`config.mk`:
```
export PLATFORM = sky130hd
export DESIGN_NAME = clcd_8bit_writer
export DESIGN_NICKNAME = d
export VERILOG_FILES = /design/src/rtl/clcd_pkg.sv /design/src/rtl/clcd_bus_cycle.sv /design/src/rtl/clcd_8bit_writer.sv
export SDC_FILE = /design/constraint.sdc
export NUM_CORES = 1
export LEC_CHECK = 0
export BUFFER_PORTS_ARGS = -buffer_cell sky130_fd_sc_hd__buf_2
export CAP_MARGIN = 20
export CORE_MARGIN = 2
export CORE_UTILIZATION = 30
export DETAILED_ROUTE_END_ITERATION = 16
export PLACE_DENSITY_LB_ADDON = 0.25
export RECOVER_POWER = 100
export SYNTH_ARGS = -nofsm -noshare
export SYNTH_HDL_FRONTEND = slang
export SYNTH_SLANG_ARGS = --single-unit
```
`constraint.sdc`:
```
create_clock -name i_clk -period 6.2 [get_ports i_clk]
set_input_delay 1.24 -clock i_clk [delete_from_list [all_inputs] [get_ports i_clk]]
set_output_delay 1.24 -clock i_clk [all_outputs]
set_load 0.01 [all_outputs]
```
`src/rtl/clcd_pkg.sv`:
```
`default_nettype none
// +----------------------------------------------------------------------------+
// | Module   : clcd_pkg                                                         |
// | Purpose  : Shared state encodings, HD44780 command bytes and the power-up   |
// |            init table for the 8-bit character LCD writer.                   |
// | Revision : 1.0  initial release                                             |
// +----------------------------------------------------------------------------+
package clcd_pkg;

  // Sequencer states (top level)
  typedef enum logic [2:0] {
    S_PWR  = 3'd0,   // power-on wait
    S_INIT = 3'd1,   // init-table command in flight
    S_IDLE = 3'd2,   // accepting characters
    S_DATA = 3'd3,   // character write in flight
    S_ADDR = 3'd4    // line-address command in flight
  } top_state_t;

  // Bus-cycle states (clcd_bus_cycle)
  typedef enum logic [2:0] {
    S_BUS_IDLE = 3'd0,
    S_SETUP    = 3'd1,
    S_EHI      = 3'd2,
    S_HOLD     = 3'd3,
    S_EXEC     = 3'd4
  } bus_state_t;

  localparam logic [7:0] CMD_FUNC_8B2L = 8'h38;
  localparam logic [7:0] CMD_DISP_ON   = 8'h0C;
  localparam logic [7:0] CMD_CLEAR     = 8'h01;
  localparam logic [7:0] CMD_ENTRY_INC = 8'h06;
  localparam logic [7:0] CMD_LINE1     = 8'h80;
  localparam logic [7:0] CMD_LINE2     = 8'hC0;

  localparam int INIT_LEN = 6;

  // Power-up command sequence: function set x3, display on, clear, entry mode.
  function automatic logic [7:0] init_cmd(input logic [2:0] idx);
    case (idx)
      3'd0, 3'd1, 3'd2: init_cmd = CMD_FUNC_8B2L;
      3'd3:             init_cmd = CMD_DISP_ON;
      3'd4:             init_cmd = CMD_CLEAR;
      default:          init_cmd = CMD_ENTRY_INC;
    endcase
  endfunction

endpackage
`default_nettype wire

```
`src/rtl/clcd_bus_cycle.sv`:
```
`default_nettype none
// +----------------------------------------------------------------------------+
// | Module   : clcd_bus_cycle                                                   |
// | Purpose  : One HD44780 write transaction: setup, E pulse, hold, then the    |
// |            controller execution wait. Pulses o_done in the last exec cycle. |
// | Ports    : i_clk, i_reset_n (async active-low)                              |
// |            i_start, i_rs, i_db[7:0], i_long_wait  - transaction request     |
// |            o_done                                 - end-of-exec pulse       |
// |            o_lcd_rs, o_lcd_e, o_lcd_db[7:0]       - LCD bus                 |
// | Revision : 1.0  initial release                                             |
// +----------------------------------------------------------------------------+
module clcd_bus_cycle
  import clcd_pkg::*;
#(
  parameter int P_CNT_1US   = 125,
  parameter int P_SETUP_CYC = 10,
  parameter int P_E_CYC     = 40,
  parameter int P_CMD_US    = 50,
  parameter int P_CLR_US    = 2000
) (
  input  logic       i_clk,
  input  logic       i_reset_n,
  input  logic       i_start,
  input  logic       i_rs,
  input  logic [7:0] i_db,
  input  logic       i_long_wait,
  output logic       o_done,
  output logic       o_lcd_rs,
  output logic       o_lcd_e,
  output logic [7:0] o_lcd_db
);

  localparam logic [31:0] c_us_last    = 32'(P_CNT_1US - 1);
  localparam logic [31:0] c_setup_last = 32'(P_SETUP_CYC - 1);
  localparam logic [31:0] c_e_last     = 32'(P_E_CYC - 1);
  localparam logic [31:0] c_cmd_last   = 32'(P_CMD_US - 1);
  localparam logic [31:0] c_clr_last   = 32'(P_CLR_US - 1);

  bus_state_t  r_state, w_next;
  logic [31:0] r_cyc, r_us_pre, r_us;
  logic        r_rs, r_e, r_long;
  logic [7:0]  r_db;
  logic        w_clr, w_done, w_load, w_us_tick;
  logic [31:0] w_wait_last;

  assign w_us_tick   = (r_us_pre == c_us_last);
  assign w_wait_last = r_long ? c_clr_last : c_cmd_last;
  // A new request is taken from idle, or back-to-back at the end of exec.
  assign w_load      = i_start && ((r_state == S_BUS_IDLE) || w_done);

  always_comb begin
    w_next = r_state;
    w_clr  = 1'b0;
    w_done = 1'b0;
    case (r_state)
      S_BUS_IDLE: if (i_start) begin w_next = S_SETUP; w_clr = 1'b1; end
      S_SETUP:    if (r_cyc == c_setup_last) begin w_next = S_EHI;  w_clr = 1'b1; end
      S_EHI:      if (r_cyc == c_e_last)     begin w_next = S_HOLD; w_clr = 1'b1; end
      S_HOLD:     if (r_cyc == c_setup_last) begin w_next = S_EXEC; w_clr = 1'b1; end
      S_EXEC: begin
        if (w_us_tick && (r_us == w_wait_last)) begin
          w_done = 1'b1;
          w_clr  = 1'b1;
          w_next = i_start ? S_SETUP : S_BUS_IDLE;
        end
      end
      default: begin w_next = S_BUS_IDLE; w_clr = 1'b1; end
    endcase
  end

  always_ff @(posedge i_clk or negedge i_reset_n) begin
    if (!i_reset_n) begin
      r_state  <= S_BUS_IDLE;
      r_cyc    <= '0;
      r_us_pre <= '0;
      r_us     <= '0;
      r_rs     <= 1'b0;
      r_db     <= '0;
      r_long   <= 1'b0;
      r_e      <= 1'b0;
    end else begin
      r_state <= w_next;
      // E is registered from the next state so the pin never glitches.
      r_e     <= (w_next == S_EHI);
      if (w_clr || (r_state == S_BUS_IDLE)) begin
        r_cyc    <= '0;
        r_us_pre <= '0;
        r_us     <= '0;
      end else begin
        r_cyc    <= r_cyc + 32'd1;
        r_us_pre <= w_us_tick ? 32'd0 : r_us_pre + 32'd1;
        if (w_us_tick) r_us <= r_us + 32'd1;
      end
      if (w_load) begin
        r_rs   <= i_rs;
        r_db   <= i_db;
        r_long <= i_long_wait;
      end
    end
  end

  assign o_done   = w_done;
  assign o_lcd_rs = r_rs;
  assign o_lcd_e  = r_e;
  assign o_lcd_db = r_db;

endmodule
`default_nettype wire

```
`src/rtl/clcd_8bit_writer.sv`:
```
`default_nettype none
// +----------------------------------------------------------------------------+
// | Module   : clcd_8bit_writer                                                 |
// | Purpose  : HD44780 8-bit write-only LCD driver. Runs the power-up init      |
// |            table, then writes one character per nonzero i_data strobe.     |
// | Ports    : i_clk, i_reset_n (async active-low), i_data[7:0] (0 = no req)    |
// |            o_busy, o_lcd_rs, o_lcd_rw (tied 0), o_lcd_e, o_lcd_db[7:0]      |
// | Config   : CLCD_LINE_WRAP_EN - track the column and emit 0xC0 / 0x80 line   |
// |            address commands after columns 15 / 31.                          |
// | Revision : 1.0  initial release                                             |
// +----------------------------------------------------------------------------+
module clcd_8bit_writer
  import clcd_pkg::*;
#(
  parameter int P_CNT_1US   = 125,
  parameter int P_INIT_US   = 20000,
  parameter int P_SETUP_CYC = 10,
  parameter int P_E_CYC     = 40,
  parameter int P_CMD_US    = 50,
  parameter int P_CLR_US    = 2000
) (
  input  logic       i_clk,
  input  logic       i_reset_n,
  input  logic [7:0] i_data,
  output logic       o_busy,
  output logic       o_lcd_rs,
  output logic       o_lcd_rw,
  output logic       o_lcd_e,
  output logic [7:0] o_lcd_db
);

  localparam logic [31:0] c_us_last   = 32'(P_CNT_1US - 1);
  localparam logic [31:0] c_init_last = 32'(P_INIT_US - 1);
  localparam logic [2:0]  c_idx_last  = 3'(INIT_LEN - 1);

  top_state_t  r_state, w_next;
  logic [31:0] r_us_pre, r_us;
  logic [2:0]  r_idx;
  logic        r_busy;
  logic        w_start, w_rs, w_long, w_idx_inc, w_bus_done, w_pwr_done;
  logic [7:0]  w_db, w_init_cmd, w_next_init_cmd;
`ifdef CLCD_LINE_WRAP_EN
  logic [4:0]  r_col;
  logic        w_col_inc, w_col_clr;
`endif

  assign w_pwr_done      = (r_state == S_PWR) && (r_us_pre == c_us_last) && (r_us == c_init_last);
  assign w_init_cmd      = init_cmd(r_idx);
  assign w_next_init_cmd = init_cmd(r_idx + 3'd1);

  always_comb begin
    w_next    = r_state;
    w_start   = 1'b0;
    w_rs      = 1'b0;
    w_db      = 8'h00;
    w_long    = 1'b0;
    w_idx_inc = 1'b0;
`ifdef CLCD_LINE_WRAP_EN
    w_col_inc = 1'b0;
    w_col_clr = 1'b0;
`endif
    case (r_state)
      S_PWR: begin
        if (w_pwr_done) begin
          w_next  = S_INIT;
          w_start = 1'b1;
          w_db    = w_init_cmd;
          w_long  = (w_init_cmd == CMD_CLEAR);
        end
      end
      S_INIT: begin
        if (w_bus_done) begin
`ifdef CLCD_LINE_WRAP_EN
          if (w_init_cmd == CMD_CLEAR) w_col_clr = 1'b1;
`endif
          if (r_idx == c_idx_last) begin
            w_next = S_IDLE;
          end else begin
            w_idx_inc = 1'b1;
            w_start   = 1'b1;
            w_db      = w_next_init_cmd;
            w_long    = (w_next_init_cmd == CMD_CLEAR);
          end
        end
      end
      S_IDLE: begin
        if (i_data != 8'h00) begin
          w_next  = S_DATA;
          w_start = 1'b1;
          w_rs    = 1'b1;
          w_db    = i_data;
        end
      end
      S_DATA: begin
        if (w_bus_done) begin
          w_next = S_IDLE;
`ifdef CLCD_LINE_WRAP_EN
          // r_col is the column just written; 31 + 1 wraps to 0 in 5 bits.
          w_col_inc = 1'b1;
          if (r_col == 5'd15) begin
            w_next  = S_ADDR;
            w_start = 1'b1;
            w_db    = CMD_LINE2;
          end else if (r_col == 5'd31) begin
            w_next  = S_ADDR;
            w_start = 1'b1;
            w_db    = CMD_LINE1;
          end
`endif
        end
      end
      S_ADDR: if (w_bus_done) w_next = S_IDLE;
      default: w_next = S_PWR;
    endcase
  end

  always_ff @(posedge i_clk or negedge i_reset_n) begin
    if (!i_reset_n) begin
      r_state  <= S_PWR;
      r_us_pre <= '0;
      r_us     <= '0;
      r_idx    <= '0;
      r_busy   <= 1'b1;
    end else begin
      r_state <= w_next;
      r_busy  <= (w_next != S_IDLE);
      if (r_state == S_PWR) begin
        if (r_us_pre == c_us_last) begin
          r_us_pre <= '0;
          r_us     <= r_us + 32'd1;
        end else begin
          r_us_pre <= r_us_pre + 32'd1;
        end
      end
      if (w_idx_inc) r_idx <= r_idx + 3'd1;
    end
  end

`ifdef CLCD_LINE_WRAP_EN
  always_ff @(posedge i_clk or negedge i_reset_n) begin
    if (!i_reset_n)     r_col <= '0;
    else if (w_col_clr) r_col <= '0;
    else if (w_col_inc) r_col <= r_col + 5'd1;
  end
`endif

  clcd_bus_cycle #(
    .P_CNT_1US   (P_CNT_1US),
    .P_SETUP_CYC (P_SETUP_CYC),
    .P_E_CYC     (P_E_CYC),
    .P_CMD_US    (P_CMD_US),
    .P_CLR_US    (P_CLR_US)
  ) u_bus (
    .i_clk       (i_clk),
    .i_reset_n   (i_reset_n),
    .i_start     (w_start),
    .i_rs        (w_rs),
    .i_db        (w_db),
    .i_long_wait (w_long),
    .o_done      (w_bus_done),
    .o_lcd_rs    (o_lcd_rs),
    .o_lcd_e     (o_lcd_e),
    .o_lcd_db    (o_lcd_db)
  );

  assign o_busy   = r_busy;
  assign o_lcd_rw = 1'b0;

endmodule
`default_nettype wire

```
Word level (Yosys, flattened, before mapping)
Index checks and enable logic that the tools add are counted.

operators by class
  add/subtract/negate cells = 6
  multiply operators = 0
  divide/modulo/power cells = 0
  order comparisons = 0
  equal/unequal tests = 27
  shift-type cells = 0
  mux-type cells = 44
  bitwise operators = 0
  reduce and logical (&&, ||, !) cells = 17

operators by type and width
  kind                                                               count
  32-bit two-way mux                                                 6
  32-bit by 1-bit adder with 32-bit output, second input constant    5
  32-bit by 7-bit == test with 1-bit output, second input constant   2
  6-bit case mux with 3 select lines                                 2
  32-bit by 15-bit == test with 1-bit output, second input constant  1
  32-bit == test                                                     1
  32-bit by 4-bit == test with 1-bit output, second input constant   1
  32-bit by 6-bit == test with 1-bit output, second input constant   1
  8-bit two-way mux                                                  4
  3-bit two-way mux                                                  10
  3-bit by 2-bit == test with 1-bit output, second input constant    9
  8-bit case mux with 3 select lines                                 1
  8-bit by 1-bit == test with 1-bit output, second input constant    2
  3-bit == test, second input constant                               5
  1-bit two-way mux                                                  15
  3-bit case mux with 5 select lines                                 1
  3-bit by 1-bit == test with 1-bit output, second input constant    4
  3-bit logical NOT                                                  4
  3-bit case mux with 4 select lines                                 1
  11-bit two-way mux                                                 1
  8-bit nonzero test                                                 1
  3-bit OR reduction                                                 2
  1-bit logical AND                                                  4
  1-bit case mux with 4 select lines                                 1
  other kinds (8)                                                    10

storage, ports and cells
  register bits after elaboration = 181
  bits in latches = 0
  RAM bits = 0
  memory bits (read-only) = 0
  word-level logic and storage cells = 107
  memories kept = 0

Longest topological paths before layout
Gate-level depths: netlist of the first run.

  depth in word-level cells = 11
  depth in mapped cells = 9

Modules after synthesis
Synthesis of the first run repeated with hierarchy kept, for this count alone.

second synthesis, totals
  cells, all modules = 984
  area total of the unflattened synthesis = 9814.4 sq um

by module, submodules not included
  module            times used  cells an instance  area an instance (sq um)
  clcd_bus_cycle    1           610                5928.2
  clcd_8bit_writer  1           374                3886.2

Least setup slack after synthesis of the first run
No wires, ideal clock.

  kind = register to register
  from = register u_bus.r_us_pre[0]
  to = register u_bus.r_db[0], in the netlist u_bus.o_lcd_db[0]
  setup time = 0.125 ns
  arrival = 2.556 ns
  path slack = 3.519 ns
  stages on the path, launching flop included = 10
  buffers on the path = 1
  cells stage by stage = dfrtp_1 > inv_1 > ha_1 > nor4b_1 > nand4_1 > nor3_2 > nand4_4 > a2111oi_4 > buf_6 > mux2_4

on the way
  cells in the longest elaborated chain, start to end = 7
  elaborated cells on any way between the ends = 10

RTL lines
  item                                         line                    RTL
  from (decl)                                  clcd_bus_cycle.sv:40    logic [31:0] r_cyc, r_us_pre, r_us;
  from (signal assigned)                       clcd_bus_cycle.sv:91    r_us_pre <= w_us_tick ? 32'd0 : r_us_pre + 32'd1;
  32-bit by 7-bit == test with 1-bit output *  clcd_bus_cycle.sv:46    assign w_us_tick = (r_us_pre == c_us_last);
  1-bit logical AND *                          clcd_bus_cycle.sv:61    if (w_us_tick && (r_us == w_wait_last)) begin
  1-bit two-way mux *                          clcd_bus_cycle.sv:61
  1-bit two-way mux *                          clcd_bus_cycle.sv:55    case (r_state)
  1-bit two-way mux                            clcd_8bit_writer.sv:72  if (w_bus_done) begin
  1-bit case mux with 3 select lines           clcd_8bit_writer.sv:62  case (r_state)
  1-bit logical AND                            clcd_bus_cycle.sv:49    assign w_load = i_start && ((r_state == S_BUS_IDLE) || w_done);
  to (signal assigned)                         clcd_bus_cycle.sv:96    r_db <= i_db;
  to (decl)                                    clcd_bus_cycle.sv:42    logic [7:0] r_db;

Every way passes the cells marked *; elsewhere a longest branch is shown, timed or not.
A chain may end at the register's enable or synchronous reset.

Worst setup path in the final report of the first run
  from = register u_bus.r_us_pre[14]
  to = register u_bus.r_db[4], in the netlist u_bus.o_lcd_db[4]

Same word-level chain as after synthesis.

==> results.md, run 1 <==
- In this run the cell area measured after placement is ~0.0099 sq mm.
- Summed over all layers, the global routing overflow is 0.
- The worst reg-to-reg setup slack is 1.63 ns.
- The switching power total is about 500 uW.
- The start-to-end type of the worst setup path is reg -> reg.
- The sequential area share after synthesis is around half.
- The final reports fail on max-capacitance violations, max-slew violations.
- The required arrival time at the worst endpoint is between 6 and 7 ns.
- Net switching is between 20% and 30% of the power.
- The combinational share of power is 1.2%.
- Setup repair after global routing left no endpoint under its margin.
- The number of optimization iterations in the first detailed-route pass is 4.
- The final critical path takes up 73.66% of the cycle.
- The number of cells produced by synthesis is 935.
- Along the worst hold path, the cell count comes to 1.
- The quantity of gates resized following cts is 0.
- After clock tree synthesis, the clock-pin slew on the worst setup and hold paths is approximately 0.070 ns.
- The sequential fraction of design power is between 50 and 60%.
- The peak clock frequency supported by timing is 219.0 MHz.
- Once detail routing completed, the nets flagged for antenna violations numbered 0.
- CTS saw 181 sinks.
- Setup slack on the critical path of the routed design comes to 1.633 ns.
- The number of register bits inferred by synthesis is 181.
- At the placement stage, the worst setup path has a slack of approximately 2.3 ns.
- The time the worst path needs with I/O delays and setup is between 4 and 5 ns.
- VDD sags by at most slightly below 200 uV.
- The prevailing post-synth register cell is sky130_fd_sc_hd__dfrtp_1.
- The first global-routing pass estimated between 30000 and 40000 um of wire.
- Entering global routing, the biggest net connects between 60 and 70 pins.
- The count of port buffers added during placement is 20.
- Setup violations remaining at the end of the flow were counted as 0.
- The per-cell via count in the routed design is around 4.8.
- The number of vias after detailed routing is around 6600.
- The post-synthesis net count is around 960.
- The clock skew is 0.01016 ns.
- After synthesis, the cell types taking the most area are sky130_fd_sc_hd__dfrtp_1 48%, sky130_fd_sc_hd__xnor2_1 7.4%, sky130_fd_sc_hd__xor2_1 6.5%.
- The number of different library cells used by synthesis comes to 52.
- Cell internal power was estimated by the tool at around 1.8 mW.
- At the pin with the least slew margin, the transition time is 3.151 ns.
- The fraction of synthesized cell area taken by the top area cell type is 48.23%.
- The number of top-level pins is 22.
- The critical path data arrival time is between 4 and 5 ns.
- The number of hold-slack violations in the final timing report is 0.
- The final layout contains routed wiring with a total length of 19140 um.
- The length in cells of the worst reg-to-reg path is 7.
- The TritonCTS clock tree is built.
- The beginning of the worst register-to-register path is u_bus.r_us_pre[14].
- The average routed wire per standard cell is about 14 um.
- The worst min-delay path endpoint is r_us[4].
- The first routing iteration left between 400 and 500 violations.
- The total power is around 2.3 mW.
- Relative to the synthesized area, the layout overhead comes to 11.78%.
- The type of the most critical hold path is reg -> reg.
- The H-tree depth is 4.
- After clock tree synthesis, the flow added hold-fix buffers numbering 0.
- The run finished, with violations left.
- The effective utilization at floorplan is a little under a third.
- Post-CTS timing repair inserted 0 buffers for setup.
- The width of the die is between 150 and 200 um.
- The share of power burned in the clock network is 47.8%.
- Max-cap violations in this run came to 3.
- The post-synthesis area per instance is ~10 sq um.
- STA classifies the critical path startpoint as a flop.
- The number of buffers on the longest clock path is 2.
- The static leakage is between 4 and 5 nW.
- Clock latency on the worst-skew pair, taken at its later pin, is 0.44 ns.
- The floorplan has 64 rows.
- The via count of the first global-routing pass is 6473.
- The worst pin sits at a relative slew slack of -110.1%.
- For this run, the number of Yosys warnings is 0.
- The post-route netlist has ~7.7% of its cells at a drive strength greater than 1.
- The maximum fanout count along the critical path is 11.
- Dividing total power by cell area gives a power density of 221.5 mW/mm^2.
- Summing all non-filler instances in the final layout gives an area of around 0.010 sq mm.
- The capturing element type of the critical path is a flop.
- The number of pins with negative max-slew slack in the final report is 129.
- The wire-length estimate of the detail-placed layout is between 10000 and 15000 um.
- The number of clock buffers added by TritonCTS is 17.
- The hold path startpoint is r_us[4].
- 0 antenna diodes ended up in the layout.
- The initial antenna violation count is 0.
- The post-synthesis instance area is a little over 0.009 sq mm.
- The total routing usage reported by global routing is between 10 and 15%.
- The number of enable flip-flop cells after synthesis is 0.
- The library cell used as clock root buffer is sky130_fd_sc_hd__clkbuf_16.
- The top cell type by total area after synthesis is sky130_fd_sc_hd__dfrtp_1.
- The residual DRC count is 0.
- For this run, the post-layout net count is about 1000.
- After synthesis, the share of flip-flops with an asynchronous set or reset is 100.0%.
- In this run the standard cell core region covers between 0.03 and 0.04 sq mm.
- The global placement routability congestion is 0.7596.
- Adding up every negative setup slack in the final design gives 0 ns.
- The die span in y is 180.4 um.
- The endpoint identified for the worst register-to-register timing path is u_bus.o_lcd_db[4].
- The floorplan step defined a die boundary enclosing roughly 0.033 sq mm.
==> per-layer routing <==
layer | routed length [um] | track usage, % | share of wire (%) | vias to the layer above
met5 | 0 | 0 | 0 | -
met4 | 218 | 4.258 | 1.1 | 0
li1 | - | - | - | 3336
met1 | 9818 | 17.31 | 51 | 3239
met2 | 8707 | 18.82 | 45 | 48
met3 | 395 | 2.546 | 2.1 | 17
==> per-stage QoR <==
stage | cells | util, % | hold WS (ns)
after detailed placement | 1338 | 32.33 | 0.4643
after global routing | 1372 | 34.13 | 0.5022
after global placement | 1338 | 32.33 | 0.4568
after floorplan | 935 | - | 0.4388
after CTS | 1370 | 34.30 | 0.4779
final | 1372 | 34.13 | 0.4709
==> worst max-delay path: stages (launching register included) <==
cell and delay [ns]:
sky130_fd_sc_hd__dfrtp_1 0.44, sky130_fd_sc_hd__nor4_1 0.41, sky130_fd_sc_hd__nand4_1 0.30, sky130_fd_sc_hd__nor3_1 0.82
sky130_fd_sc_hd__clkbuf_1 0.39, sky130_fd_sc_hd__a31oi_1 0.24, sky130_fd_sc_hd__a2111oi_2 1.50, sky130_fd_sc_hd__mux2_4 0.36
==> power by group through the flow <==
stage | clock (mW) | combinational (mW) | sequential [mW]
2_1_floorplan | 0 | 0.00101 | 1.20
3_3_place_gp | 0 | 0.0309 | 1.20
3_5_place_dp | 0 | 0.0308 | 1.20
4_1_cts | 1.14 | 0.0310 | 1.18
5_1_grt | 1.19 | 0.0336 | 1.18
6_report | 1.10 | 0.0276 | 1.18
==> state kept, by name (all words and copies together) (netlist names) <==
signal          flops
r_us               32
r_us_pre           32
u_bus.r_cyc        32
u_bus.r_us         32
u_bus.r_us_pre     32
u_bus.o_lcd_db      8
r_idx               3
r_state             3
u_bus.r_state       3
o_busy              1
u_bus.o_lcd_e       1
u_bus.o_lcd_rs      1
u_bus.r_long        1
==> kinds of logic (layout without fill, tap and decap cells) <==
family,count (synthesis),in the layout,synth area share (%)
AO/OA/AOI/OAI,39,39,3.162
buffers and inverters,50,91,2.787
XOR/XNOR,148,148,13.88
AND/OR/NAND/NOR,482,482,27.05
other,1,1,0.04015
flip-flops,181,181,48.51
multiplexers,17,17,2.291
adder cells (fa/ha/maj),17,17,2.278
==> layout by cell type (no fill, tap or decap), types with 4 or more instances in the layout <==
cell type | netlist | layout
sky130_fd_sc_hd__clkbuf_16 | 0 | 17
sky130_fd_sc_hd__or3_1 | 7 | 7
sky130_fd_sc_hd__clkbuf_1 | 13 | 16
sky130_fd_sc_hd__clkinvlp_4 | 0 | 5
sky130_fd_sc_hd__o21ai_0 | 11 | 11
sky130_fd_sc_hd__xnor2_1 | 79 | 79
sky130_fd_sc_hd__nor4b_1 | 5 | 5
sky130_fd_sc_hd__mux2i_1 | 6 | 6
sky130_fd_sc_hd__nor2_1 | 136 | 136
sky130_fd_sc_hd__nand4_1 | 52 | 52
sky130_fd_sc_hd__and4_1 | 18 | 18
sky130_fd_sc_hd__dfrtp_1 | 180 | 180
sky130_fd_sc_hd__buf_2 | 1 | 8
sky130_fd_sc_hd__nor3_1 | 23 | 25
sky130_fd_sc_hd__and2_1 | 9 | 7
sky130_fd_sc_hd__ha_1 | 17 | 17
sky130_fd_sc_hd__nor2b_1 | 4 | 4
sky130_fd_sc_hd__xor2_1 | 69 | 69
sky130_fd_sc_hd__nand3_1 | 70 | 70
sky130_fd_sc_hd__a21oi_1 | 7 | 8
sky130_fd_sc_hd__inv_1 | 26 | 26
sky130_fd_sc_hd__nand2_1 | 75 | 75
sky130_fd_sc_hd__mux2_4 | 8 | 8
sky130_fd_sc_hd__clkinv_4 | 0 | 4
sky130_fd_sc_hd__buf_4 | 1 | 6
sky130_fd_sc_hd__nor4_1 | 38 | 37
sky130_fd_sc_hd__o211ai_1 | 7 | 7
sky130_fd_sc_hd__and3_1 | 23 | 23
==> how the worst max path moves through the flow <==
stage	slack, ns	cells past startpoint	endpoint	from
5_1_grt	1.26	2	u_bus.r_us[20]	i_reset_n
3_5_place_dp	2.32	8	u_bus.o_lcd_db[4]	u_bus.r_us_pre[0]
3_3_place_gp	2.33	8	u_bus.o_lcd_rs	u_bus.r_us_pre[0]
2_1_floorplan	3.52	9	u_bus.o_lcd_db[0]	u_bus.r_us_pre[0]
6_report	1.63	7	u_bus.o_lcd_db[4]	u_bus.r_us_pre[14]
4_1_cts	2.32	8	u_bus.o_lcd_db[4]	u_bus.r_us_pre[0]
==> synth_stat cells, drive strengths merged (2+ instances only) <==
library cell and count:
a21o 3, a21oi 8, and2 9, and3 25, and4 19, and4bb 3
buf 11, clkbuf 13, dfrtp 180, ha 17, inv 26, mux2 11
mux2i 6, nand2 75, nand3 70, nand4 53, nand4b 2, nor2 136
nor2b 4, nor3 25, nor3b 3, nor4 41, nor4b 5, o2111ai 2
o211ai 7, o21ai 11, o41ai 3, or3 7, or3b 2, xnor2 79
xor2 69
==> cell type report <==
type                    instances  area, sq um
well taps                     396        495.5
multi-input cells             704         4506
clock inverters                13        150.1
fillers                      3138        20150
flip-flops and latches        181         4531
repair buffers                 33        206.4
inverters                      26        97.59
clock buffers                  19        452.9
No activity file was read; power rests on OpenSTA's default activity.
==> inputs of run 2 (changes only) <==
Clock period 6.2 ns to 4.2 ns, I/O delays scaled along.
==> run 2 against run 1 <==
  * Clock skew grew 0.00072 ns
  * Final cell count increased by 0.15%
  * Register-to-register slack worse by 0.85 ns
  * The run still ends with max-capacitance violations, max-slew violations left
  * Wire length grew 0.51%
  * Flip-flop and latch count stayed put
  * Maximum frequency increased by 34%
  * Largest cell class unchanged
  * First-iteration DRC count shrank 17%
  * Design area down 0.40%
  * Critical endpoint is now u_bus.r_us[18]
  * Clock power rose by 50%
==> results.md, run 2 (synthesized netlist as in run 1, its figures left out) <==
- The flow ran to the end, but the final reports show violations.
- The checks that failed: max-capacitance violations, max-slew violations.
- The number of hold-slack violations in the final timing report came to 0.
- The number of antenna diodes in the final layout is 0.
- Counting cells, the worst reg-to-reg path comes to 7.
- In this run the post-CTS setup repair buffer count came out at 0.
- After detailed routing, the met3 layer carries around 350 um of wire.
- Per report_power, the clock group accounts for a little under half of the total.
- Dividing total power by cell area gives a power density of 330.0 mW/mm^2.
- The residual DRC count is 0.
- The count of placed standard cells in the final layout, fillers left out is between 1000 and 1500.
- The max-slew headroom at the worst pin is -35.73%.
- The number of vias after detailed routing is 6631.
- The top layer used by detailed routing is met4.
- The library cell used as clock root buffer is sky130_fd_sc_hd__clkbuf_16.
- The number of buffers created by CTS is 17.
- The total routing usage reported by global routing is between 10% and 20%.
- The area growth from synthesis to layout is 11.33%.
- On the final layout, the worst hold slack is about 0.47 ns.
- The number of gates resized after CTS was 0.
- The beginning of the worst register-to-register path is u_bus.r_state[1].
- The cell with the biggest individual delay on the critical path is sky130_fd_sc_hd__clkbuf_2.
- STA puts the critical path data arrival time at around 3.7 ns.
- The setup slack after placement is between 0.8 and 0.9 ns.
- The initial antenna violation count is 0.
- The final worst-path cycle share is 81.40%.
- The final-layout setup total negative slack is 0 ns.
- The required arrival time at the worst endpoint is 4.47 ns.
- Setup repair after global routing left no endpoint under its margin.
- In this design, the stage delay of the slowest critical-path cell is just over 0.7 ns.
- The die is approximately 180 um wide.
- In the layout the commonest cells are 180 x sky130_fd_sc_hd__dfrtp_1, 136 x sky130_fd_sc_hd__nor2_1, 79 x sky130_fd_sc_hd__xnor2_1, 75 x sky130_fd_sc_hd__nand2_1, 70 x sky130_fd_sc_hd__nand3_1.
- Setup slack on the worst reg-to-reg path comes out at between 0.7 and 0.8 ns.
- The switching power total is around 740 uW.
- The tightest min-delay check is of the reg -> reg type.
- The per-cell via count in the routed design is 4.826.
- Measured along the y axis, the die boundary spans roughly 180 um.
- During I/O placement, the number of pins put on the boundary was 22.
- The count of buffer and inverter cells on the critical path is 1.
- The worst setup path is launched from a flop.
- The worst path meets setup with roughly 0.78 ns of slack.
- Summed over all cells, the static leakage comes to around 4.3 nW.
- The time the worst path needs with I/O delays and setup is ~3.4 ns.
- The end of the worst register-to-register path is u_bus.r_us[18].
- The via count of the first global-routing pass is roughly 6700.
- Counting tap cells, the placed design contains a total of 1343 instances.
- The number of pins with negative max-slew slack in the final report is 81.
- For the pin with the worst max-slew slack, the measured transition is a little over 2 ns.
- The start-to-end type of the worst setup path is reg -> reg.
- The site row count is between 60 and 70.
- For this block, the initial DRC count from the detailed router was around 340.
- The H-tree depth is 4.
- The total power is 3.431 mW.
- Along the worst path, the maximum fanout reaches 42.
- The area of the die is 0.03256 sq mm.
- The maximum number of pins on one net before global-route repair is approximately 80.
- The peak clock frequency supported by timing is 292.5 MHz.
- The count of port buffers added during placement is 20.
- The family with the most delay on the worst path is simple AND/OR/NAND/NOR gates.
- In this run the remaining antenna-violating nets after routing total 0.
- The clock arrives with between 0.01 and 0.015 ns of skew.
- The quantity of hold-fixing buffers added after cts is 0.
- Across the run, the number of max-cap violations was 1.
- The clock-pin transition on the worst setup and hold timing paths is 0.07 ns.
- The area of the placeable core is approximately 0.03 sq mm.
- The wire length after detailed routing is roughly 19000 um.
- The total grt overflow is 0.
- Cell internal power was estimated by the tool at between 2 and 3 mW.
- The share of cells above drive strength 1 is under 10%.
- The post-DP HPWL is between 10000 and 15000 um.
- Combinational cells account for ~1.2% of the total power.
- The worst setup path endpoint is u_bus.r_us[18].
- After detailed routing, the average wire length per cell comes to 14.00 um.
- Traced cell by cell, the critical path runs through or3b_1 > or4b_1 > nor4_1 > o21ai_0 > a21oi_4 > clkbuf_2 > nor2_1.
- The number of cells on the critical path is 7.
- The met2 wire length is a little under 9000 um.
- After the last flow step, the layout net total stands at ~1000.
- Routability-driven placement finished with a final weighted congestion of roughly 0.76.
- The TritonCTS clock tree is built.
- The largest voltage drop on the vdd net is 275.2 uV.
- In this run the worst setup path begins at u_bus.r_state[1].
- Setup violations remaining at the end of the flow were counted as 0.
- The effective utilization at floorplan is about 31%.
- Sequential cells burn about half of the power.
- The worst setup path is captured at a flop.
- The clock reaches the later pin of the worst-skew pair after roughly 0.43 ns.
- The number of buffers on the longest clock path is 2.
- The first global-routing pass estimated 33850 um of wire.
- Of the total power, the share spent switching nets is around 22%.
- The routed metal-1 wire length is 9976 um.
- The number of optimization iterations in the first detailed-route pass is 4.
- The number of clock sinks is 181.
- Leaving out fill and tap cells, the most frequent cell in the layout is sky130_fd_sc_hd__dfrtp_1.
## run 2: cell count changes in the layout (fill, tap and decap cells not counted), sizes merged
cell | before | now
bufinv | 2 | 3
clkinv | 4 | 6
clkbuf | 36 | 37
clkinvlp | 5 | 1
inv | 28 | 30
## run 2: how the worst min path moves through the flow
stage               startpoint  endpoint  slack (ns)  cells after the start
detailed placement     r_us[4]   r_us[4]        0.46                      1
floorplan              r_us[4]   r_us[4]        0.44                      1
global placement       r_us[4]   r_us[4]        0.45                      1
CTS                  i_reset_n  r_us[18]        0.47                      1
global route           r_us[4]   r_us[4]        0.50                      1
finish                 r_us[4]   r_us[4]        0.47                      1
## run 2: metal layers
layer	up-vias	global-route usage, %
li1	3342	-
met1	3228	17.58
met2	49	19.56
met3	12	2.425
met4	0	3.323
met5	-	0
## run 2: through the flow
stage                     cell area, sq um  utilization, %
after floorplan                       9339               -
after detailed placement              9926           32.45
after global routing                 10400           33.99
final                                10400           33.99
after global placement                9926           32.45
after CTS                            10530           34.41
## run 2: layout make-up
type	instances	area (sq um)
fillers	3153	20190
clock buffers	17	425.4
repair buffers	36	192.7
flip-flops and latches	181	4531
well taps	396	495.5
clock inverters	14	173.9
multi-input cells	704	4482
inverters	26	97.59
## run 2: power groups by stage
stage	combinational, mW	clock [mW]	sequential, mW
2_1_floorplan	0.00149	0	1.78
3_3_place_gp	0.0465	0	1.78
3_5_place_dp	0.0469	0	1.78
4_1_cts	0.0467	1.70	1.74
5_1_grt	0.0512	1.77	1.74
6_report	0.0420	1.65	1.74
